===== config.mk =====
export PLATFORM = sky130hd
export DESIGN_NAME = ones_add_serial
export DESIGN_NICKNAME = d
export VERILOG_FILES = /design/src/rtl/ones_arith_pkg.sv /design/src/rtl/fulladder.sv /design/src/rtl/ones_add_serial.sv
export SDC_FILE = /design/constraint.sdc
export NUM_CORES = 1
export LEC_CHECK = 0
export BUFFER_PORTS_ARGS = -buffer_cell sky130_fd_sc_hd__clkbuf_2
export CAP_MARGIN = 20
export CORE_MARGIN = 5
export CORE_UTILIZATION = 47
export CTS_CLUSTER_SIZE = 12
export DETAILED_ROUTE_END_ITERATION = 12
export GPL_TIMING_DRIVEN = 0
export PLACE_DENSITY_LB_ADDON = 0.05
export SKIP_CTS_REPAIR_TIMING = 1
export SLEW_MARGIN = 20
export SYNTH_ARGS = -nofsm -noshare
export SYNTH_HDL_FRONTEND = slang
export SYNTH_SLANG_ARGS = --single-unit

===== constraint.sdc =====
create_clock -name clk -period 2.1 [get_ports clk]
set_clock_uncertainty 0.2 [all_clocks]
set_input_delay 0.105 -clock clk [delete_from_list [all_inputs] [get_ports clk]]
set_output_delay 0.105 -clock clk [all_outputs]
set_load 0.02 [all_outputs]

===== src/rtl/ones_arith_pkg.sv =====
// Shared definitions for the ones'-complement arithmetic blocks:
// FSM state encoding and the default operand width.
package ones_arith_pkg;

  localparam int unsigned ONES_W_DEFAULT = 4;

  typedef enum logic [1:0] {
    IDLE = 2'd0,
    ADD  = 2'd1,
    EAC  = 2'd2,
    DONE = 2'd3
  } ones_state_t;

endpackage


===== src/rtl/fulladder.sv =====
// 1-bit full adder cell used as the per-bit datapath of the serial adders.
module fulladder (
  input  logic a,
  input  logic b,
  input  logic cin,
  output logic s,
  output logic cout
);

  // Plain sum/majority equations
  always_comb begin
    s    = a ^ b ^ cin;
    cout = (a & b) | (a & cin) | (b & cin);
  end

endmodule


===== src/rtl/ones_add_serial.sv =====
// Bit-serial ones'-complement adder. A first pass adds a and b LSB first;
// if it carries out of the MSB, a second serial pass folds that carry back
// in (end-around carry). One shared full-adder cell serves both passes.
module ones_add_serial
  import ones_arith_pkg::*;
#(
  parameter int unsigned W = ONES_W_DEFAULT
) (
  input  logic         clk,
  input  logic         rst_n,
  input  logic         in_valid,
  output logic         in_ready,
  input  logic [W-1:0] a,
  input  logic [W-1:0] b,
  output logic         out_valid,
  input  logic         out_ready,
  output logic [W-1:0] sum,
  output logic         carry_out
);

  localparam int unsigned          IDX_W    = $clog2(W);
  localparam logic [IDX_W-1:0]     LAST_IDX = IDX_W'(W - 1);

  ones_state_t       state, state_next;

  logic [W-1:0]      a_r;
  logic [W-1:0]      b_r;
  logic [W-1:0]      sum_r;
  logic [IDX_W-1:0]  idx_r;
  logic              carry_r;
  logic              carry_out_r;

  logic              fa_a;
  logic              fa_b;
  logic              fa_s;
  logic              fa_cout;
  logic              last_bit;
  logic              accept;

  assign last_bit  = (idx_r == LAST_IDX);
  assign accept    = in_valid && in_ready;
  assign sum       = sum_r;
  assign carry_out = carry_out_r;

  // Operand mux: ADD feeds the latched operands, EAC re-feeds the partial sum
  // with a zero second operand so the carry register acts as the +1.
  always_comb begin
    fa_a = sum_r[idx_r];
    fa_b = 1'b0;
    if (state == ADD) begin
      fa_a = a_r[idx_r];
      fa_b = b_r[idx_r];
    end
  end

  fulladder u_fa (
    .a    (fa_a),
    .b    (fa_b),
    .cin  (carry_r),
    .s    (fa_s),
    .cout (fa_cout)
  );

  // State register
  always_ff @(posedge clk or negedge rst_n) begin
    if (!rst_n) begin
      state <= IDLE;
    end else begin
      state <= state_next;
    end
  end

  // Next-state logic and handshake outputs
  always_comb begin
    state_next = state;
    in_ready   = 1'b0;
    out_valid  = 1'b0;
    case (state)
      IDLE: begin
        in_ready = 1'b1;
        if (in_valid) begin
          state_next = ADD;
        end
      end
      ADD: begin
        if (last_bit) begin
          state_next = fa_cout ? EAC : DONE;
        end
      end
      EAC: begin
        if (last_bit) begin
          state_next = DONE;
        end
      end
      DONE: begin
        out_valid = 1'b1;
        if (out_ready) begin
          state_next = IDLE;
        end
      end
      default: state_next = IDLE;
    endcase
  end

  // Datapath: operand capture, serial sum bits, bit index and carry register.
  // The carry register is preset to 1 at the end of ADD so it is ready as the
  // end-around carry; when EAC is skipped the value is simply never used.
  always_ff @(posedge clk or negedge rst_n) begin
    if (!rst_n) begin
      a_r         <= '0;
      b_r         <= '0;
      sum_r       <= '0;
      idx_r       <= '0;
      carry_r     <= 1'b0;
      carry_out_r <= 1'b0;
    end else begin
      case (state)
        IDLE: begin
          if (accept) begin
            a_r     <= a;
            b_r     <= b;
            idx_r   <= '0;
            carry_r <= 1'b0;
          end
        end
        ADD: begin
          sum_r[idx_r] <= fa_s;
          if (last_bit) begin
            idx_r       <= '0;
            carry_out_r <= fa_cout;
            carry_r     <= 1'b1;
          end else begin
            idx_r   <= idx_r + IDX_W'(1);
            carry_r <= fa_cout;
          end
        end
        EAC: begin
          sum_r[idx_r] <= fa_s;
          // Carry out of the MSB in this pass is dropped
          carry_r      <= fa_cout;
          if (last_bit) begin
            idx_r <= '0;
          end else begin
            idx_r <= idx_r + IDX_W'(1);
          end
        end
        default: begin
        end
      endcase
    end
  end

endmodule


Word-level counts from Yosys, hierarchy flattened:

Cells that the tools add are included.
W data, S select, Z words.

* bits in registers: 18
* bits of input ports: 12
* output and inout bits: 7
* word-level logic and storage cells: 62

* add/subtract/negate cells: 1
* magnitude comparators: 2
* eq/ne operators: 9
* multiplexer cells: 25
* bitwise operators: 7
* reduce and logical (&&, ||, !) cells: 11

Operator list (number)
* $mux W2: 6
* $mux W1: 11
* $ne A2 B2 Y1 const B: 5
* $pmux W2 S4: 1
* $reduce_and A2 Y1: 4
* $bmux W1 S2: 3
* $eq A2 B2 Y1 const B: 3
* $bwmux W4: 1
* $pmux W2 S2: 1
* $reduce_and A4 Y1: 1
* $and A1 B1 Y1: 3
* $lt A2 B3 Y1 const B: 1
* $pmux W1 S3: 1
* $reduce_bool A3 Y1: 1
* $add A2 B1 Y2 const B: 1
* $demux W1 S2: 1
* $eq A2 B1 Y1 const B: 1
* $ge A2 B1 Y1 const B: 1
* $logic_and A1 B1 Y1: 2
* $logic_not A2 Y1: 1
* $or A1 B1 Y1: 2
* $reduce_bool A2 Y1: 1
* $reduce_or A2 Y1: 1
* $xor A1 B1 Y1: 2

Longest topological paths before layout:

Gate-level depths: netlist (run 1).

* word-level depth: 9
* gate-level depth with buffers: 8
* gate-level depth less buffers: 8

Cells and area by module:

Synthesis (run 1) repeated with hierarchy kept, for this count alone.

* cells, all modules: 76
* area, all modules: 993.5 µm²

Modules (own cells, without submodules)
* ones_add_serial: times used 1, cells an instance 75, area an instance 973.4 µm², seq. area each 450.4 µm²
* fulladder: times used 1, cells an instance 1, area an instance 20.0 µm², seq. area each 0.0 µm²

Worst setup path before layout (run 1):

No wires, ideal clock.

* kind: reg-to-reg
* from: reg state[1]
* to: reg sum_r[0], in the netlist sum[0]
* setup time: 0.083 ns
* arrival time: 1.806 ns
* data required time: 1.817 ns
* path slack: 0.011 ns
* cell stages (with the launch flop): 7
* buffers on the path: 0
* period minus slack after synthesis: 2.089 ns
* cells stage by stage: dfrtp_1 -> inv_1 -> ha_1 -> mux4_2 -> mux2i_1 -> fa_1 -> o21ai_0

* longest elaborated chain between the ends: 5
* elaborated cells between the ends (all ways): 8
* classes of those cells: eq/ne: 2; mux: 3; bitwise: 2; reduce/logical: 1

Ends and longest elaborated chain
* start: declaration: line ones_add_serial.sv:24 `ones_state_t state, state_next;`
* start signal: assignment: line ones_add_serial.sv:69 `state <= state_next;`
* $eq A2 B1 Y1: line ones_add_serial.sv:50, ones_add_serial.sv:117
* $mux W1: line ones_add_serial.sv:50 `if (state == ADD) begin`
* $xor A1 B1 Y1 (2 in series): line fulladder.sv:12 `s = a ^ b ^ cin;`
* $bwmux W4: line ones_add_serial.sv:127, ones_add_serial.sv:138
* end signal: indexed assignment: line ones_add_serial.sv:127 `sum_r[idx_r] <= fa_s;`
* end signal: indexed assignment: line ones_add_serial.sv:138 `sum_r[idx_r] <= fa_s;`
* end: declaration: line ones_add_serial.sv:28 `logic [W-1:0] sum_r;`

Parallel ways exist; a longest one is shown, timed or not.
A chain may end at the register's enable or synchronous reset.

Worst setup path in the final report (run 1):

* from: reg idx_r[0]
* to: reg sum_r[2], in the netlist sum[2]

* longest elaborated chain between the ends: 6
* elaborated cells between the ends (all ways): 16
* classes of those cells: order compare: 2; mux: 11; bitwise: 2; reduce/logical: 1

Ends and longest elaborated chain
* start: declaration: line ones_add_serial.sv:29 `logic [IDX_W-1:0] idx_r;`
* start signal: assignment: line ones_add_serial.sv:133 `idx_r <= idx_r + IDX_W'(1);`
* start signal: assignment: line ones_add_serial.sv:144 `idx_r <= idx_r + IDX_W'(1);`
* $bmux W1 S2 (on tied branches): line ones_add_serial.sv:48, ones_add_serial.sv:51, ones_add_serial.sv:52
* $mux W1 (on tied branches): line ones_add_serial.sv:48, ones_add_serial.sv:51, ones_add_serial.sv:52
* $mux W1: line ones_add_serial.sv:50
* $xor A1 B1 Y1 (2 in series): line fulladder.sv:12
* $bwmux W4 (*): line ones_add_serial.sv:127, ones_add_serial.sv:138

Mark *: on every way between the ends. The rest lies on a longest branch, timed or not. The select of a mux whose other input is x is not followed.

==> out/metrics.cfg, run 1 <==
[floorplan]
initial_core_util_pct = 48.84
placementRows = 16
io_pins = 19
die_area_sq_mm = 0.003016
die_w_microns = 54.92
coreArea_sq_mm = 0.001942
fp.dieH_microns = 54.92

[setup_path]
cp.required_ns = 2.13
critPathMaxFanout = 5
max_stage_delay_ns = 0.51
r2r-start = idx_r[0]
path_delay_family = multiplexers
cp_num_cells = 5
cp.buffers_inverters = 1
cp_cell_sequence = buf_6 > mux4_2 > mux2i_2 > fa_2 > o21ai_1
rrSetupSlack_ns = -0.06
startpoint = idx_r[0]
rr_endpoint = sum[2]
end_kind = flip-flop
slowest_stage = mux4_2
path_class = reg2reg
rr_worst_depth = 5
cp-endpoint = sum[2]
arrival_ns = 2.19
cp-start-kind = flip-flop

[detailed_routing]
vias = 706
detail-route-antenna-nets = 0
drt-total-wl_microns = 1888
drt-vias-per-instance = 5.079
drc = 0
firstDrtPassIters = 4
drtIter0Drc = 8
routedWlPerCell_microns = 13.58

[timing]
relSlewSlack_pct = 69.79
fin_crit_sh_pct = 102.9
drv_slew = 0
whs_ns = 0.07021
setup_ws_ns = -0.06117
period_minus_slack_ns = 2.161
tightest_slew_ns = 0.4531
setup_viol = 5
grt_setup_unrepaired = yes
hold_viol = 0
timing.fmax_mhz = 462.7
tns_ns = -0.2177

[power_and_ir_drop]
power_leakage_nw = 0.5713
vdd_ir_drop_max_uv = 961.9
p_per_area_mw_per_mm2 = 1552

[global_route]
grt_pass1_wl_microns = 3077
grt_pass1_vias = 685
grt_usage_pct = 14.66
antenna_found_initial = 0
grt_overflow = 0
grt_max_degree = 19

[placement]
io_buffers = 18
dp_cells = 123
pre_cts_ws_ns = -0.2235
gp_congestion = 0.7762

[status]
status = finished, violations left
violations = setup timing

[clocking]
clock_path_buffers = 2
worst_skew_pair.late_latency_ns = 0.29
cts_sinks = 18
tritoncts = built
clk_pin_slew_ns = 0.10
htreeDepth = 1
cts_made_buffers = 3
cts-root-buf = clkbuf_4

[synthesis]
synth_edf_count = 0
synth.ff_latch_count = 18
yosys.area.top_type = dfrtp_1
synth_fp_nets = 99
synth_commonest_cells = dfrtp_1 (18), nand2_1 (12), ha_1 (8), mux2_2 (8), o21ai_0 (7)
ys_seq_area_share_pct = 47.49
ys_types = 20
syn_avg_cell_area_sq_um = 12.16
synthTopCellsByArea = dfrtp_1 (47%), ha_1 (11%), mux2_2 (9.5%), mux4_2 (7.1%), nand2_1 (4.7%)
synth_most_common_cell = dfrtp_1
synth_top_area_share_pct = 47.49
yosys_most_used_dff = dfrtp_1
postSynth.asyncResetShare_pct = 100.0
netlist_instances = 78
netlist_area_sq_um = 948.4
yosysWarnings = 0

[cells_and_area]
nNetsFinal = 134
area_growth_pct = 31.13
drive_gt1_share_pct = 37.50
final_cells = 139
n_antenna_cell = 0

[min_path]
hp-class = in2async

[flow_run]
cap_violations = 0

==> metal layers <==
metal | GRT usage [%] | vias to the layer above | share of wire (%)
met5 | 0 | - | 0
met4 | 3.644 | 0 | 0.53
met3 | 5.630 | 2 | 4.1
met2 | 23.23 | 13 | 52
met1 | 18.84 | 345 | 43
li1 | - | 346 | -
==> state kept, by name, indices dropped and copies added (netlist names) <==
name	count
a_r	4
b_r	4
sum	4
idx_r	2
state	2
carry_out	1
carry_r	1
==> worst reg2reg max path: cells and delay by family, from the launching register on <==
kind | cells | cell delay (ns)
multiplexers | 2 | 0.69
adder cells (fa/ha/maj) | 1 | 0.51
flip-flops | 1 | 0.41
buffers and inverters | 1 | 0.15
AO/OA/AOI/OAI | 1 | 0.14
==> cell usage in the layout (no fill, tap or decap), types with 2 or more instances in the layout <==
cell type,Yosys,final
buf_4,0,3
o21ai_0,7,2
o21ai_1,1,5
mux2_2,8,8
mux4_2,3,3
dlygate4sd3_1,0,9
inv_1,5,4
clkbuf_2,0,18
ha_1,8,7
dfrtp_1,18,18
a32o_1,3,3
nand2_1,12,12
nand2b_1,2,2
clkbuf_4,0,3
nor2_1,2,2
==> layout make-up <==
cell class | count | area, sq um
Fill cell | 172 | 698.2
Multi-Input combinational cell | 53 | 486.7
Sequential cell | 18 | 450.4
Timing Repair Buffer | 30 | 202.7
Clock buffer | 4 | 36.28
Tap cell | 27 | 33.78
Inverter | 5 | 18.77
Buffer | 2 | 15.01
==> where the power goes <==
part	internal, mW	leakage (nW)	switching, mW	total (mW)
combinational	0.526	0.328	0.554	1.08
clock	0.106	0.0210	0.108	0.213
sequential	0.514	0.223	0.122	0.637
==> worst min path at each step <==
stage | from | end | slack [ns] | cells after the start
5_1_grt | rst_n | b_r[0] | 0.12 | 2
6_report | rst_n | carry_out | 0.07 | 2
3_3_place_gp | rst_n | carry_out | -0.13 | 1
4_1_cts | rst_n | carry_out | -0.46 | 1
2_1_floorplan | rst_n | a_r[0] | -0.39 | 0
3_5_place_dp | rst_n | carry_out | -0.12 | 1
==> per-stage QoR <==
stage	total power, mW	area (sq um)	util, %
3_3_place_gp	1.558	1072	55.22
6_report	1.930	1244	64.05
2_1_floorplan	1.347	948.4	-
3_5_place_dp	1.584	1072	55.22
4_1_cts	1.804	1109	57.09
5_1_grt	2.097	1244	64.05
==> logic make-up (layout without fill, tap and decap cells) <==
kind of cell	Yosys count	in the layout	synth area share [%]
buf+inv	7	41	3.562
simple gates	16	16	6.860
mux	13	13	18.87
flops	18	18	47.49
fa+ha+maj	9	9	12.67
compound gates	15	15	10.55
Power figures use the tool's default switching activity.
==> run 2: changes to the inputs <==
Settings changed: ABC_AREA from default to 1, BUFFER_PORTS_ARGS -buffer_cell sky130_fd_sc_hd__clkbuf_2 to -buffer_cell sky130_fd_sc_hd__buf_2, CORE_UTILIZATION 47 to 48.
==> run 2 against run 1 <==
- the flow finishes with violations (hold timing)
- sequential power down 3%
- fmax up 12%
- sequential cell count unchanged
- core utilization up 1.3 points
- die area up 4.7%
- power up 7.2%
- global-route usage down 1.3 points
- highest routed layer unchanged
- critical path depth up 3
==> out/metrics.cfg, run 2 <==
[global_route]
grt_usage_pct = 13.36  ; was 14.66%
antenna_found_initial = 0  ; unchanged
grt_pass1_wl_microns = 3353  ; was 3077 microns
grt_pass1_vias = 784  ; was 685
grt_max_degree = 19  ; unchanged
grt_overflow = 0  ; unchanged

[timing]
timing.fmax_mhz = 516.7  ; was 462.7 MHz
setup_ws_ns = 0.1646  ; was -0.06117 ns
tightest_slew_ns = 0.4167  ; was 0.4531 ns
whs_ns = -0.008717  ; was 0.07021 ns
drv_slew = 0  ; unchanged
grt_setup_unrepaired = no  ; was yes
tns_ns = 0  ; was -0.2177 ns
period_minus_slack_ns = 1.935  ; was 2.161 ns
setup_viol = 0  ; was 5
fin_crit_sh_pct = 92.16  ; was 102.9%
relSlewSlack_pct = 72.22  ; was 69.79%
hold_viol = 2  ; was 0

[floorplan]
io_pins = 19  ; unchanged
die_w_microns = 56.21  ; was 54.92 microns
placementRows = 16  ; unchanged
die_area_sq_mm = 0.003159  ; was 0.003016 sq mm
fp.dieH_microns = 56.21  ; was 54.92 microns
initial_core_util_pct = 51.19  ; was 48.84%
coreArea_sq_mm = 0.002002  ; was 0.001942 sq mm

[detailed_routing]
drc = 0  ; unchanged
drtIter0Drc = 11  ; was 8
firstDrtPassIters = 4  ; unchanged
drt-vias-per-instance = 4.848  ; was 5.079
vias = 892  ; was 706
routedWlPerCell_microns = 11.40  ; was 13.58 microns
drt-total-wl_microns = 2098  ; was 1888 microns
detail-route-antenna-nets = 0  ; unchanged

[clocking]
cts-root-buf = clkbuf_4  ; unchanged
clock_path_buffers = 2  ; unchanged
worst_skew_pair.late_latency_ns = 0.30  ; was 0.29 ns
tritoncts = built  ; unchanged
cts_made_buffers = 3  ; unchanged
clk_pin_slew_ns = 0.11  ; was 0.10 ns
htreeDepth = 1  ; unchanged
cts_sinks = 18  ; unchanged

[cells_and_area]
area_growth_pct = 27.59  ; was 31.13%
n_fill_cell = 177  ; was 172
final_cell_mix = nand2_1 (28), buf_2 (19), inv_1 (18), dfrtp_1 (18), nor2_1 (12)  ; was dfrtp_1 (18), clkbuf_2 (18), nand2_1 (12), dlygate4sd3_1 (9), mux2_2 (8)
layout_commonest_cell = nand2_1
nNetsFinal = 179  ; was 134
final_cells = 184  ; was 139
fin_util_pct = 65.31  ; was 64.05%
final_cell_area_sq_mm = 0.001308  ; was 0.001244 sq mm
drive_gt1_share_pct = 21.66  ; was 37.50%
n_antenna_cell = 0  ; unchanged

[setup_path]
end_kind = flip-flop  ; unchanged
slowest_stage = fa_1  ; was mux4_2
path_class = reg2reg  ; unchanged
cp_cell_sequence = buf_4 > inv_4 > nand2_1 > nand3_1 > nand3_1 > nand2_1 > fa_1 > a31oi_1  ; was buf_6 > mux4_2 > mux2i_2 > fa_2 > o21ai_1
cp-start-kind = flip-flop  ; unchanged
path_delay_family = adder cells  ; was multiplexers
max_stage_delay_ns = 0.59  ; was 0.51 ns
cp.buffers_inverters = 2  ; was 1
arrival_ns = 1.92  ; was 2.19 ns
critPathMaxFanout = 9  ; was 5
cp.required_ns = 2.08  ; was 2.13 ns

[synthesis]
postSynth.asyncResetShare_pct = 100.0  ; unchanged
netlist_instances = 124  ; was 78
synth_commonest_cells = nand2_1 (28), dfrtp_1 (18), inv_1 (18), nor2_1 (12), nand3_1 (11)  ; was dfrtp_1 (18), nand2_1 (12), ha_1 (8), mux2_2 (8), o21ai_0 (7)
syn_avg_cell_area_sq_um = 8.264  ; was 12.16 sq um
synth_fp_nets = 145  ; was 99
yosys.area.top_type = dfrtp_1  ; unchanged
ys_types = 17  ; was 20
synthTopCellsByArea = dfrtp_1 (44%), nand2_1 (10%), ha_1 (9.8%), inv_1 (6.6%), nand3_1 (5.4%)  ; was dfrtp_1 (47%), ha_1 (11%), mux2_2 (9.5%), mux4_2 (7.1%), nand2_1 (4.7%)
netlist_area_sq_mm = 0.001025  ; was 948.4 sq um
synth_top_area_share_pct = 43.96  ; was 47.49%
synth_most_common_cell = nand2_1  ; was dfrtp_1
yosysWarnings = 0  ; unchanged
yosys_most_used_dff = dfrtp_1  ; unchanged
synth_edf_count = 0  ; unchanged
ys_seq_area_share_pct = 43.96  ; was 47.49%
synth.ff_latch_count = 18  ; unchanged

[placement]
dp_cells = 169  ; was 123
dpl_cell_area_sq_mm = 0.001149  ; was 0.001072 sq mm
gp_congestion = 0.8181  ; was 0.7762
pre_cts_ws_ns = 0.01623  ; was -0.2235 ns
dp_hpwl_microns = 1486
io_buffers = 18  ; unchanged

[flow_run]
cap_violations = 0  ; unchanged

[min_path]
hp-class = in2reg  ; was in2async

[power_and_ir_drop]
vdd_ir_drop_max_uv = 878.3  ; was 961.9 uV
finalPower_mw = 2.069  ; was 1.930 mW
power_leakage_nw = 0.6994  ; was 0.5713 nW
p_per_area_mw_per_mm2 = 1582  ; was 1552 mW/mm^2

[status]
status = finished, violations left  ; unchanged
violations = hold timing  ; was setup timing

## run 2: cell families after synthesis
logic type,Yosys count,share of synthesized area (%)
and+or+nand+nor,53,21.25
buffers and inverters,22,9.035
AOI/OAI and AO/OA,18,9.279
DFF,18,43.96
adders and majority gates,9,11.72
muxes,4,4.761
## run 2: power breakdown
group | total, mW | switching [mW] | internal [mW]
logic | 1.23 | 0.731 | 0.496
clock network | 0.223 | 0.117 | 0.106
registers | 0.618 | 0.103 | 0.515
total | 2.07 | 0.952 | 1.12
## run 2: tightest hold or removal path: stages
cell     delay (ns)
buf_2          0.07
inv_1          0.03
nand2_1        0.06
nand3_1        0.09
nand2_1        0.06
nand2_1        0.04
## run 2: area by class of cell
| class | instances | area (sq um) | area share (%) |
|---|---|---|---|
| Buffer | 3 | 23.77 | 1.818 |
| Clock buffer | 4 | 36.28 | 2.775 |
| Inverter | 19 | 73.82 | 5.646 |
| Multi-Input combinational cell | 84 | 494.2 | 37.80 |
| Sequential cell | 18 | 450.4 | 34.45 |
| Tap cell | 27 | 33.78 | 2.584 |
| Timing Repair Buffer | 29 | 195.2 | 14.93 |
## run 2: metal layers
layer	vias to the layer above	track usage, %	routed length, microns
met5	-	0	0
li1	461	-	-
met1	411	17.00	989
met3	4	2.784	88
met2	16	22.04	991
met4	0	5.085	29
## run 2: final timing paths
| path | startpoint | end | slack (ns) | cells after the start |
|---|---|---|---|---|
| worst min-delay path | out_ready | state[0] | -0.009 | 6 |
| worst max-delay path | idx_r[0] | sum[0] | 0.16 | 8 |
| worst max register to register | idx_r[0] | sum[0] | 0.16 | 8 |
| max in group asynchronous | rst_n | sum[0] | 1.35 | 2 |
| min in group asynchronous | rst_n | idx_r[0] | 0.05 | 2 |
| worst min register to register | carry_out | carry_out | 0.31 | 2 |
